--- config.mk ---
export PLATFORM = sky130hd
export DESIGN_NAME = maj_net_eval
export DESIGN_NICKNAME = d
export VERILOG_FILES = /design/src/rtl/maj_net_pkg.sv /design/src/rtl/maj_net_operand_mux.sv /design/src/rtl/maj_net_eval.sv
export SDC_FILE = /design/constraint.sdc
export NUM_CORES = 1
export LEC_CHECK = 0
export CORE_ASPECT_RATIO = 1.75
export CORE_MARGIN = 2
export CORE_UTILIZATION = 55
export DETAILED_ROUTE_END_ITERATION = 8
export MAX_ROUTING_LAYER = met4
export PLACE_DENSITY = 0.76
export SLEW_MARGIN = 20
export SYNTH_ARGS = -nofsm -noshare
export SYNTH_HDL_FRONTEND = slang
export SYNTH_SLANG_ARGS = --single-unit
--- constraint.sdc ---
create_clock -name clk -period 3.1 [get_ports clk]
set_clock_uncertainty 0.15 [all_clocks]
set_input_delay 0.62 -clock clk [delete_from_list [all_inputs] [get_ports clk]]
set_output_delay 0.62 -clock clk [all_outputs]
set_load 0.02 [all_outputs]
--- src/rtl/maj_net_pkg.sv ---
// Shared types, width helpers and operand-region constants for the MAJ3 network evaluator.
// With MAJ_NET_INV_EN defined, node_cfg_t carries per-operand complement bits at the LSBs.
package maj_net_pkg;

    localparam int DEF_N_IN    = 7;
    localparam int DEF_N_NODES = 8;

    function automatic int clog2_f(input int v);
        int r;
        r = 0;
        while ((1 << r) < v) r++;
        return r;
    endfunction

    function automatic int sel_width(input int n_in, input int n_nodes);
        return clog2_f(1 + n_in + n_nodes);
    endfunction

    function automatic int len_width(input int n_nodes);
        return clog2_f(n_nodes + 1);
    endfunction

    function automatic int idx_width(input int n_nodes);
        return (n_nodes > 1) ? clog2_f(n_nodes) : 1;
    endfunction

    // Select space: 0 = constant, then primary inputs, then node results.
    localparam int SEL_ZERO   = 0;
    localparam int SEL_X_BASE = 1;
    localparam int SEL_N_BASE = DEF_N_IN + 1;

    localparam int DEF_SEL_W = sel_width(DEF_N_IN, DEF_N_NODES);

    typedef enum logic [1:0] {
        IDLE = 2'd0,
        EVAL = 2'd1,
        DONE = 2'd2
    } state_t;

    typedef struct packed {
        logic [DEF_SEL_W-1:0] c;
        logic [DEF_SEL_W-1:0] b;
        logic [DEF_SEL_W-1:0] a;
`ifdef MAJ_NET_INV_EN
        logic [2:0]           inv;
`endif
    } node_cfg_t;

endpackage

--- src/rtl/maj_net_operand_mux.sv ---
// Resolves one operand select into a bit: constant, primary input or an earlier node result.
// Selects naming the current or a later node, or beyond the encoded range, read 0 and flag illegal.
module maj_net_operand_mux
    import maj_net_pkg::*;
#(
    parameter int N_IN    = DEF_N_IN,
    parameter int N_NODES = DEF_N_NODES,
    parameter int SEL_W   = sel_width(N_IN, N_NODES),
    parameter int K_W     = idx_width(N_NODES)
) (
    input  logic [SEL_W-1:0]   sel,
    input  logic [N_IN-1:0]    x,
    input  logic [N_NODES-1:0] nodes,
    input  logic [K_W-1:0]     k,
    output logic               operand,
    output logic               illegal
);

    localparam int N_BASE = SEL_N_BASE + (N_IN - DEF_N_IN);

    logic [N_IN-1:0]    x_hit;
    logic [N_NODES-1:0] n_hit;
    logic [N_NODES-1:0] n_fwd;
    logic               is_zero;
    logic               over;

    generate
        for (genvar gi = 0; gi < N_IN; gi++) begin : g_x
            assign x_hit[gi] = (int'(sel) == SEL_X_BASE + gi);
        end
        for (genvar gi = 0; gi < N_NODES; gi++) begin : g_n
            assign n_hit[gi] = (int'(sel) == N_BASE + gi);
            // Node gi is only computed once k has moved past it.
            assign n_fwd[gi] = n_hit[gi] && (gi >= int'(k));
        end
    endgenerate

    assign is_zero = (int'(sel) == SEL_ZERO);
    assign over    = (int'(sel) >= N_BASE + N_NODES);
    assign operand = !is_zero && ((|(x_hit & x)) || (|(n_hit & ~n_fwd & nodes)));
    assign illegal = over || (|n_fwd);

endmodule

--- src/rtl/maj_net_eval.sv ---
// Programmable MAJ3 network evaluator: one node per clock, valid/ready on both sides.
// Optional MAJ_NET_INV_EN adds complement bits per operand (majority-inverter graph).
module maj_net_eval
    import maj_net_pkg::*;
#(
    parameter int N_IN    = DEF_N_IN,
    parameter int N_NODES = DEF_N_NODES,
    parameter int SEL_W   = sel_width(N_IN, N_NODES),
    parameter int LEN_W   = len_width(N_NODES),
    parameter int ADDR_W  = idx_width(N_NODES),
    parameter int CFG_W   = $bits(node_cfg_t)
) (
    input  logic              clk,
    input  logic              rst_n,
    input  logic              cfg_we,
    input  logic [ADDR_W-1:0] cfg_addr,
    input  logic [CFG_W-1:0]  cfg_data,
    input  logic              cfg_len_we,
    input  logic [LEN_W-1:0]  cfg_len,
    output logic              cfg_ready,
    input  logic              in_valid,
    output logic              in_ready,
    input  logic [N_IN-1:0]   in_x,
    output logic              out_valid,
    input  logic              out_ready,
    output logic              out_y,
    output logic              out_err
);

    state_t             state_reg, state_next;
    node_cfg_t          prog_reg     [N_NODES];
    node_cfg_t          run_prog_reg [N_NODES];
    logic [LEN_W-1:0]   len_reg, run_len_reg, len_clamped;
    logic [ADDR_W-1:0]  k_reg;
    logic [N_IN-1:0]    x_reg;
    logic [N_NODES-1:0] node_reg;
    logic               err_reg, y_reg;

    node_cfg_t          cur;
    logic [SEL_W-1:0]   op_sel [3];
    logic [2:0]         op_raw, op_ill, op_inv, op_val;
    logic               node_val, last_node, idle;

    assign idle = (state_reg == IDLE);
    // Evaluation runs from a snapshot so same-cycle config writes only affect later vectors.
    assign cur  = run_prog_reg[k_reg];

    assign op_sel[0] = cur.a;
    assign op_sel[1] = cur.b;
    assign op_sel[2] = cur.c;

    generate
        for (genvar gi = 0; gi < 3; gi++) begin : g_op
            maj_net_operand_mux #(
                .N_IN    (N_IN),
                .N_NODES (N_NODES),
                .SEL_W   (SEL_W),
                .K_W     (ADDR_W)
            ) u_mux (
                .sel     (op_sel[gi]),
                .x       (x_reg),
                .nodes   (node_reg),
                .k       (k_reg),
                .operand (op_raw[gi]),
                .illegal (op_ill[gi])
            );
        end
    endgenerate

`ifdef MAJ_NET_INV_EN
    assign op_inv = cur.inv;
`else
    assign op_inv = 3'b000;
`endif

    assign op_val      = op_raw ^ op_inv;
    assign node_val    = (op_val[0] & op_val[1]) | (op_val[0] & op_val[2]) | (op_val[1] & op_val[2]);
    assign last_node   = (LEN_W'(k_reg) == run_len_reg - LEN_W'(1));
    assign len_clamped = (cfg_len > LEN_W'(N_NODES)) ? LEN_W'(N_NODES) : cfg_len;

    always_comb begin
        state_next = state_reg;
        case (state_reg)
            IDLE: if (in_valid) state_next = (len_reg == '0) ? DONE : EVAL;
            EVAL: if (last_node) state_next = DONE;
            DONE: if (out_ready) state_next = IDLE;
            default: state_next = IDLE;
        endcase
    end

    always_ff @(posedge clk) begin
        if (!rst_n) begin
            state_reg   <= IDLE;
            k_reg       <= '0;
            len_reg     <= '0;
            run_len_reg <= '0;
            x_reg       <= '0;
            node_reg    <= '0;
            err_reg     <= 1'b0;
            y_reg       <= 1'b0;
            for (int i = 0; i < N_NODES; i++) begin
                prog_reg[i]     <= '0;
                run_prog_reg[i] <= '0;
            end
        end else begin
            state_reg <= state_next;
            if (idle && cfg_we)     prog_reg[cfg_addr] <= node_cfg_t'(cfg_data);
            if (idle && cfg_len_we) len_reg            <= len_clamped;
            case (state_reg)
                IDLE: if (in_valid) begin
                    x_reg        <= in_x;
                    node_reg     <= '0;
                    err_reg      <= 1'b0;
                    y_reg        <= 1'b0;
                    k_reg        <= '0;
                    run_len_reg  <= len_reg;
                    run_prog_reg <= prog_reg;
                end
                EVAL: begin
                    node_reg[k_reg] <= node_val;
                    err_reg         <= err_reg | (|op_ill);
                    k_reg           <= k_reg + 1'b1;
                    if (last_node) y_reg <= node_val;
                end
                default: ;
            endcase
        end
    end

    assign cfg_ready = idle;
    assign in_ready  = idle;
    assign out_valid = (state_reg == DONE);
    assign out_y     = y_reg;
    assign out_err   = err_reg;

endmodule

==> results of run 1 <==
[cell families (layout without fill, tap and decap cells)]
logic type               Yosys count  in the layout  share of synthesized area, %
AO/OA/AOI/OAI                    224            224                          14.0
adder cells (fa/ha/maj)            4              4                         0.520
AND/OR/NAND/NOR                  481            481                          20.7
multiplexers                     107            107                          14.2
flip-flops                       221            221                          46.0
buffers and inverters             98            145                          4.21
XOR/XNOR                           4              4                         0.364
[cell type report]
cell class / count / share of cell area, %
timing repair buffer: 100 / 8.27
clock buffer: 28 / 5.39
inverter: 9 / 0.347
clock inverter: 8 / 0.459
tap: 231 / 2.59
multi-input combinational: 820 / 43.3
sequential: 221 / 39.7
[power breakdown]
group | switching [mW] | leakage, nW | total [mW] | internal [mW]
clock network | 1.09 | 0.318 | 2.45 | 1.37
logic | 0.924 | 2.14 | 1.37 | 0.442
registers | 0.104 | 1.79 | 3.06 | 2.95
total | 2.11 | 4.25 | 6.88 | 4.76
[cell usage after synthesis (all sizes together) (2+ instances only)]
| cell type | n | area (µm²) |
|---|---|---|
| o21ai | 6 | 33.8 |
| a21boi | 2 | 15.0 |
| nor3b | 5 | 37.5 |
| a32o | 2 | 20.0 |
| nor3 | 9 | 45.0 |
| clkbuf | 68 | 255 |
| xnor2 | 3 | 26.3 |
| o31ai | 13 | 138 |
| mux2 | 8 | 93.8 |
| a22oi | 5 | 42.5 |
| and3 | 5 | 31.3 |
| and2 | 5 | 31.3 |
| nor2 | 89 | 337 |
| nand3b | 9 | 67.6 |
| o31a | 2 | 17.5 |
| a22o | 2 | 17.5 |
| a21oi | 167 | 847 |
| a211oi | 5 | 37.5 |
| dfxtp | 221 | 4420 |
| nor2b | 7 | 43.8 |
| nand3 | 24 | 120 |
| nand2b | 5 | 31.3 |
| inv | 8 | 30.0 |
| or3 | 2 | 12.5 |
| buf | 21 | 116 |
| o2111ai | 2 | 17.5 |
| mux4 | 18 | 454 |
| a211o | 3 | 26.3 |
| ha | 4 | 50.1 |
| nand2 | 315 | 1180 |
| o211ai | 4 | 30.0 |
| mux2i | 81 | 823 |
[worst min-delay path: stages, from the launching register on]
cell	delay, ns
dfxtp_1	0.31
nand2_1	0.05
a21oi_1	0.05
[layer usage]
layer / up-vias / global-route usage, %
met4: 0 / 13.6
met2: 225 / 50.9
met3: 81 / 3.02
li1: 3939 / -
met5: - / -
met1: 3875 / 32.1
[timing repair]
| item | 4_1_cts | 5_1_grt |
|---|---|---|
| setup buffers | 4 | 0 |
| cloned | 0 | 0 |
| setup endpoints to repair | 8 | 9 |
| gates resized for setup | 3 | 20 |
| pin swaps | 1 | 4 |
[path summary, 6_finish.rpt]
check	to	slack, ns
setup / recovery	node_reg[3]	0.08
hold / removal	run_prog_reg[62]	0.30
hold reg to reg	run_prog_reg[62]	0.30
setup reg to reg	node_reg[3]	0.08
==> impl_metrics.py, run 1 <==
metrics = {
    "run_status": {
        "status": "finished clean",
    },
    "floorplanning": {
        "start_util_pct": 55.6,
        "die_area_mm2": 0.0186,
        "die_height_um": 179,
        "io_pins": 37,
        "num_rows": 64,
        "die_w_um": 104,
        "core_area_mm2": 0.0173,
    },
    "routing": {
        "drt_iter0_markers": 486,
        "wl_met1_mm": 9.98,
        "vias": 8120,
        "wl_met2_mm": 13.5,
        "highest_layer": "met4",
        "met3_length_mm": 1.09,
        "drc_errors": 0,
        "routed_wl_mm": 26.0,
        "vias_per_cell": 5.73,
        "wire_per_inst_um": 18.3,
        "ant_nets": 0,
        "first_pass_iters": 5,
    },
    "logic_synthesis": {
        "syn_nets": 1175,
        "async_flop_share_pct": 0,
        "ys_seq_area_share_pct": 46.0,
        "syn_area_mm2": 0.00962,
        "synth.distinct_cells": 64,
        "synth_warnings": 0,
        "ys_ff_latch": 221,
        "synth_edf_count": 0,
        "syn_area_per_cell_um2": 8.45,
        "synth_flop_cell": "dfxtp_1",
        "syn_inst": 1139,
    },
    "worst_setup_path": {
        "worst_setup_path_start_kind": "flip-flop",
        "crit_type": "flip-flop to flip-flop",
        "slowest_stage": "mux4_1",
        "crit_family": "compound AO/OA/AOI/OAI gates",
        "cp.depth": 11,
        "ff2ff_path_depth": 11,
        "cpMostUsedCell": "buf_4",
        "cpPeakStageDelay_ns": 0.62,
        "critPathArrivalTime_ns": 3.28,
        "r2r_start": "k_reg[2]",
        "crit_start": "k_reg[2]",
        "end_kind": "flip-flop",
        "crit_chain": "buf_4 -> mux4_1 -> mux2i_2 -> buf_4 -> nand3_1 -> a211oi_2 -> a311oi_4 -> a22oi_2 -> a21oi_4 -> buf_12 -> o31ai_2",
        "path_buf_inv": 3,
        "required_ns": 3.37,
        "cp_max_fo": 9,
    },
    "cells_and_area": {
        "fillers": 1503,
        "final-seq-area_mm2": 0.00443,
        "drive_above_1_share_pct": 12.6,
        "final_common_cell": "nand2_1",
        "area_growth_pct": 16.1,
        "fin_cells": 1417,
        "final_cell_area_mm2": 0.0112,
        "diodes": 0,
        "post-route-util_pct": 64.6,
        "nets": 1209,
        "final_cell_mix": "314 x nand2_1, 219 x dfxtp_1, 166 x a21oi_1, 88 x nor2_1, 77 x mux2i_1",
        "multi_input_area_mm2": 0.00483,
    },
    "timing": {
        "tns_ns": 0,
        "max_freq_mhz": 331,
        "hold_violations": 0,
        "fin_crit_sh_pct": 97.3,
        "setup_ws_ns": 0.0825,
        "finalSetupViolCount": 0,
        "finalCriticalPeriod_ns": 3.02,
        "grt_setup_unrepaired": "yes",
        "holdWs_ns": 0.299,
        "drv_slew": 0,
        "slew_headroom_pct": 57.0,
        "worstMarginPinSlew_ns": 0.643,
    },
    "clocking": {
        "cts_made_buffers": 21,
        "insertion_delay_ns": 0.50,
        "clk_pin_slew_ns": 0.06,
        "clockBufferDepth": 3,
        "cts_root_buffer": "clkbuf_16",
        "cts.sinks": 221,
        "htree_levels": 1,
        "cts_tree": "done",
        "hold_buffers": 0,
    },
    "power_and_ir_drop": {
        "irDropWorstVdd_v": 0.000675,
        "p_total_mw": 6.88,
        "p_leak_nw": 4.25,
        "power_density_mw_per_mm2": 616,
    },
    "placement": {
        "dpl-instance-area_mm2": 0.0104,
        "io_buffers": 36,
        "gp_congestion": 0.979,
        "hpwl_mm": 17.3,
        "post-place-ws_ns": -0.0459,
        "numPlacedInstances": 1377,
    },
    "global_route": {
        "antenna_found_initial": 0,
        "grt_pass1_wl_mm": 40.8,
        "overflow": 0,
        "grt_max_degree": 96,
        "grt.total_usage_pct": 28.6,
        "first_global_vias": 7627,
    },
    "min_path": {
        "holdPathStages": 2,
        "hp-class": "flip-flop to flip-flop",
        "min-delay-start": "prog_reg[62]",
    },
    "run": {
        "drv_cap": 0,
    },
}
(Power assumes the default switching activity.)
==> run 2, diff against run 1 <==
Settings changed: TNS_END_PERCENT from default to 20.
==> impl_metrics.py, run 2 (synthesis gave the netlist of run 1 again) <==
metrics = {
    "timing": {
        "fin_crit_sh_pct": 97.2,
        "max_freq_mhz": 332,
        "slew_headroom_pct": 57.1,
        "setup_ws_ns": 0.0864,
        "finalSetupViolCount": 0,
        "hold_violations": 0,
        "worstMarginPinSlew_ns": 0.642,
        "finalCriticalPeriod_ns": 3.01,
        "drv_slew": 0,
    },
    "power_and_ir_drop": {
        "irDropWorstVdd_v": 0.000674,
        "power_density_mw_per_mm2": 615,
        "p_total_mw": 6.88,
        "p_leak_nw": 4.27,
    },
    "routing": {
        "wire_per_inst_um": 18.3,
        "vias": 8140,
        "ant_nets": 0,
        "routed_wl_mm": 25.9,
        "drc_errors": 0,
        "vias_per_cell": 5.74,
        "drt_iter0_markers": 487,
        "first_pass_iters": 5,
    },
    "cells_and_area": {
        "diodes": 0,
        "nets": 1209,
        "area_growth_pct": 16.2,
        "drive_above_1_share_pct": 12.5,
        "final_cell_mix": "314 x nand2_1, 219 x dfxtp_1, 166 x a21oi_1, 88 x nor2_1, 77 x mux2i_1",
        "final_common_cell": "nand2_1",
        "final-seq-area_mm2": 0.00443,
        "multi_input_area_mm2": 0.00485,
        "fillers": 1497,
        "fin_cells": 1417,
        "post-route-util_pct": 64.7,
    },
    "clocking": {
        "cts_root_buffer": "clkbuf_16",
        "cts_tree": "done",
        "htree_levels": 1,
        "clockBufferDepth": 3,
        "insertion_delay_ns": 0.50,
        "hold_buffers": 0,
        "cts_made_buffers": 21,
        "cts.sinks": 221,
        "clk_pin_slew_ns": 0.07,
    },
    "floorplanning": {
        "die_w_um": 104,
        "num_rows": 64,
        "start_util_pct": 55.6,
        "core_area_mm2": 0.0173,
        "io_pins": 37,
        "die_area_mm2": 0.0186,
        "die_height_um": 179,
    },
    "worst_setup_path": {
        "required_ns": 3.33,
        "worst-r2r-setup-slack_ns": 0.09,
        "slowest_stage": "mux4_1",
        "crit_type": "flip-flop to flip-flop",
        "end_kind": "flip-flop",
        "critPathArrivalTime_ns": 3.25,
        "worst_setup_path_start_kind": "flip-flop",
        "cpPeakStageDelay_ns": 0.58,
        "cp_max_fo": 8,
        "crit_chain": "mux4_1 -> mux2i_2 -> mux2_2 -> a211o_1 -> a311oi_4 -> nand4_2 -> a21oi_4 -> buf_12 -> o31ai_2",
    },
    "global_route": {
        "grt_busiest_layer": "met2",
        "grt_pass1_wl_mm": 40.8,
        "antenna_found_initial": 0,
        "grt_use_met3_pct": 3.02,
        "overflow": 0,
        "first_global_vias": 7627,
        "met2_usage_pct": 50.9,
        "grt_max_degree": 96,
        "use_met1_pct": 32.1,
        "grt.total_usage_pct": 28.6,
    },
    "placement": {
        "numPlacedInstances": 1377,
        "io_buffers": 36,
        "post-place-ws_ns": -0.0459,
        "gp_congestion": 0.979,
        "hpwl_mm": 17.3,
    },
    "min_path": {
        "hp-class": "flip-flop to flip-flop",
    },
    "run": {
        "drv_cap": 0,
    },
    "run_status": {
        "status": "finished clean",
    },
}
==> run 2: cell count changes in the layout (fill, tap and decap cells not counted) <==
| cell | previous run | this run |
|---|---|---|
| nor3_2 | 1 | 2 |
| mux4_1 | 5 | 8 |
| nor3_1 | 8 | 7 |
| mux4_2 | 13 | 10 |
==> run 2: cell type report <==
type | instances | area share [%]
clock buffer | 28 | 5.38
clock inverter | 8 | 0.459
inverter | 9 | 0.347
multi-input combinational | 820 | 43.4
sequential | 221 | 39.6
tap | 231 | 2.58
timing repair buffer | 100 | 8.25
==> run 2: final timing paths <==
check	start	endpoint	cells after the start
worst min register to register	prog_reg[62]	run_prog_reg[62]	2
worst max register to register	k_reg[2]	node_reg[3]	9
worst min-delay path	prog_reg[62]	run_prog_reg[62]	2
worst max-delay path	k_reg[2]	node_reg[3]	9
==> run 2: what timing repair did <==
item / in CTS / in global routing
setup endpoints to repair: 8 / 9
pin swaps: 1 / 2
gates resized for setup: 3 / 18
buffers inserted: 4 / 0
==> run 2: critical path, delay by kind of cell, from the launching register on <==
kind	cells	cell delay (ns)
AO/OA/AOI/OAI	4	0.89
buffers and inverters	1	0.15
multiplexers	3	1.14
AND/OR/NAND/NOR	1	0.17
flip-flops	1	0.39
==> run 2: layer usage <==
metal  wire length (µm)  vias up
met3               1000       77
li1                   -     3943
met2              13500      217
met5                  0        -
met1              10100     3903
met4               1340        0
==> run 2: power breakdown <==
part	switching (mW)	total [mW]	internal (mW)	leakage, nW
sequential	0.103	3.06	2.95	1.79
clock	1.09	2.45	1.37	0.318
combinational	0.928	1.37	0.442	2.16
==> run 2: metrics by stage <==
stage	hold slack, ns	TNS [ns]	cell area, µm²
detailed placement	0.292	-0.313	10400
global route	0.312	-0.0736	11200
CTS	0.299	0	11100
global placement	0.285	0	10400
finish	0.299	0	11200
floorplan	0.282	0	9620
==> run 3, diff against run 2 <==
Settings changed: SYNTH_HIERARCHICAL from default to 1, TNS_END_PERCENT 20 to default.
==> impl_metrics.py, run 3 <==
metrics = {
    "global_route": {
        "grt_use_met3_pct": 2.71,
        "grt_pass1_wl_mm": 42.5,
        "use_met1_pct": 33.7,
        "grt_busiest_layer": "met2",
        "grt.total_usage_pct": 27.5,
        "overflow": 0,
        "antenna_found_initial": 0,
        "first_global_vias": 8151,
        "met2_usage_pct": 46.7,
        "grt_max_degree": 110,
    },
    "clocking": {
        "htree_levels": 1,
        "insertion_delay_ns": 0.50,
        "cts_tree": "done",
        "cts_made_buffers": 21,
        "cts.sinks": 221,
        "clockBufferDepth": 3,
        "clk_pin_slew_ns": 0.06,
        "cts_root_buffer": "clkbuf_16",
    },
    "routing": {
        "vias": 8546,
        "vias_per_cell": 5.79,
        "wire_per_inst_um": 18.1,
        "routed_wl_mm": 26.7,
        "drt_iter0_markers": 508,
        "ant_nets": 0,
        "drc_errors": 0,
        "first_pass_iters": 5,
    },
    "worst_setup_path": {
        "critPathArrivalTime_ns": 3.26,
        "worst_setup_path_start_kind": "flip-flop",
        "required_ns": 3.33,
        "cp_max_fo": 11,
        "end_kind": "flip-flop",
        "crit_type": "flip-flop to flip-flop",
    },
    "floorplanning": {
        "die_area_mm2": 0.0199,
        "core_area_mm2": 0.0185,
        "start_util_pct": 55.8,
        "die_w_um": 108,
        "io_pins": 37,
        "num_rows": 66,
        "die_height_um": 185,
    },
    "cells_and_area": {
        "drive_above_1_share_pct": 13.1,
        "area_growth_pct": 12.5,
        "final_cell_area_mm2": 0.0116,
        "nets": 1259,
        "final_common_cell": "nand2_1",
        "fin_cells": 1475,
        "final_cell_mix": "368 x nand2_1, 218 x dfxtp_1, 108 x a21boi_1, 98 x a21boi_0, 94 x nand3_1",
        "diodes": 0,
    },
    "timing": {
        "finalCriticalPeriod_ns": 3.03,
        "holdWs_ns": 0.303,
        "max_freq_mhz": 330,
        "hold_violations": 0,
        "fin_crit_sh_pct": 97.9,
        "slew_headroom_pct": 62.4,
        "worstMarginPinSlew_ns": 0.563,
        "tns_ns": 0,
        "drv_slew": 0,
        "grt_setup_unrepaired": "no",
        "finalSetupViolCount": 0,
    },
    "placement": {
        "io_buffers": 36,
        "gp_congestion": 0.929,
        "dpl-instance-area_mm2": 0.0108,
        "hpwl_mm": 18.6,
        "numPlacedInstances": 1429,
    },
    "run_status": {
        "status": "finished clean",
    },
    "logic_synthesis": {
        "syn_area_per_cell_um2": 8.47,
        "synth_warnings": 6,
        "syn_area_mm2": 0.0103,
        "syn_nets": 1252,
        "syn_inst": 1218,
    },
    "power_and_ir_drop": {
        "irDropWorstVdd_v": 0.000430,
        "power_density_mw_per_mm2": 522,
        "p_leak_nw": 3.81,
        "p_total_mw": 6.06,
    },
    "run": {
        "drv_cap": 0,
    },
    "min_path": {
        "hp-class": "flip-flop to flip-flop",
    },
}
## run 3: cell count changes in the layout (fill, tap and decap cells not counted), moves of 7 or more
cell	delta
o21ai_0	+9
o31ai_2	-9
nand2_1	+54
a21oi_1	-155
maj3_2	+7
a21boi_2	+10
a21boi_0	+96
o22ai_1	+7
mux2i_1	-62
a21boi_1	+108
nand4_1	+8
nand3_1	+70
nor2_1	-74
## run 3: per-stage QoR
step / utilization, % / setup slack [ns]
6_report: 62.7 / 0.0654
5_1_grt: 62.7 / 0.000197
3_5_place_dp: 58.3 / 0.0310
2_1_floorplan: - / 0.00940
3_3_place_gp: 58.3 / 0.0758
4_1_cts: 61.9 / 0.00537
## run 3: path summary, 6_finish.rpt
kind | startpoint | end | slack [ns] | cells after the start
max | k_reg[0] | node_reg[3] | 0.07 | 10
min | prog_reg[91] | prog_reg[91] | 0.30 | 2
min reg2reg | prog_reg[91] | prog_reg[91] | 0.30 | 2
max reg2reg | k_reg[0] | node_reg[3] | 0.07 | 10
## run 3: per-layer routing
| layer | share of wire (%) | wire (µm) |
|---|---|---|
| met4 | 3.5 | 932 |
| met1 | 42 | 11100 |
| met5 | 0 | 0 |
| met2 | 51 | 13500 |
| met3 | 4.3 | 1140 |
## run 3: where the power goes
part / internal (mW) / switching (mW)
combinational: 0.246 / 0.384
sequential: 2.89 / 0.0510
clock: 1.43 / 1.06
## run 3: area by class of cell
cell class                 count  area, µm²
inverter                      10       37.5
tap                          238        298
clock buffer                  29        596
timing repair buffer          99        908
multi-input combinational    872       5270
fill                        1593       6890
sequential                   221       4440
clock inverter                 6       62.6
## run 3: critical path, cell delays in order (launching register included)
cell      delay, ns
dfxtp_4        0.37
buf_12         0.13
buf_4          0.18
nor3_2         0.21
a221o_1        0.27
mux4_1         0.56
a211oi_1       0.25
o211ai_1       0.17
maj3_2         0.43
nand3_1        0.12
a21boi_0       0.07
## run 3: repair_timing
item	in CTS	in global routing
setup endpoints to repair	0	9
resized for setup	0	29
hold buffers	0	0
buffers inserted	0	11
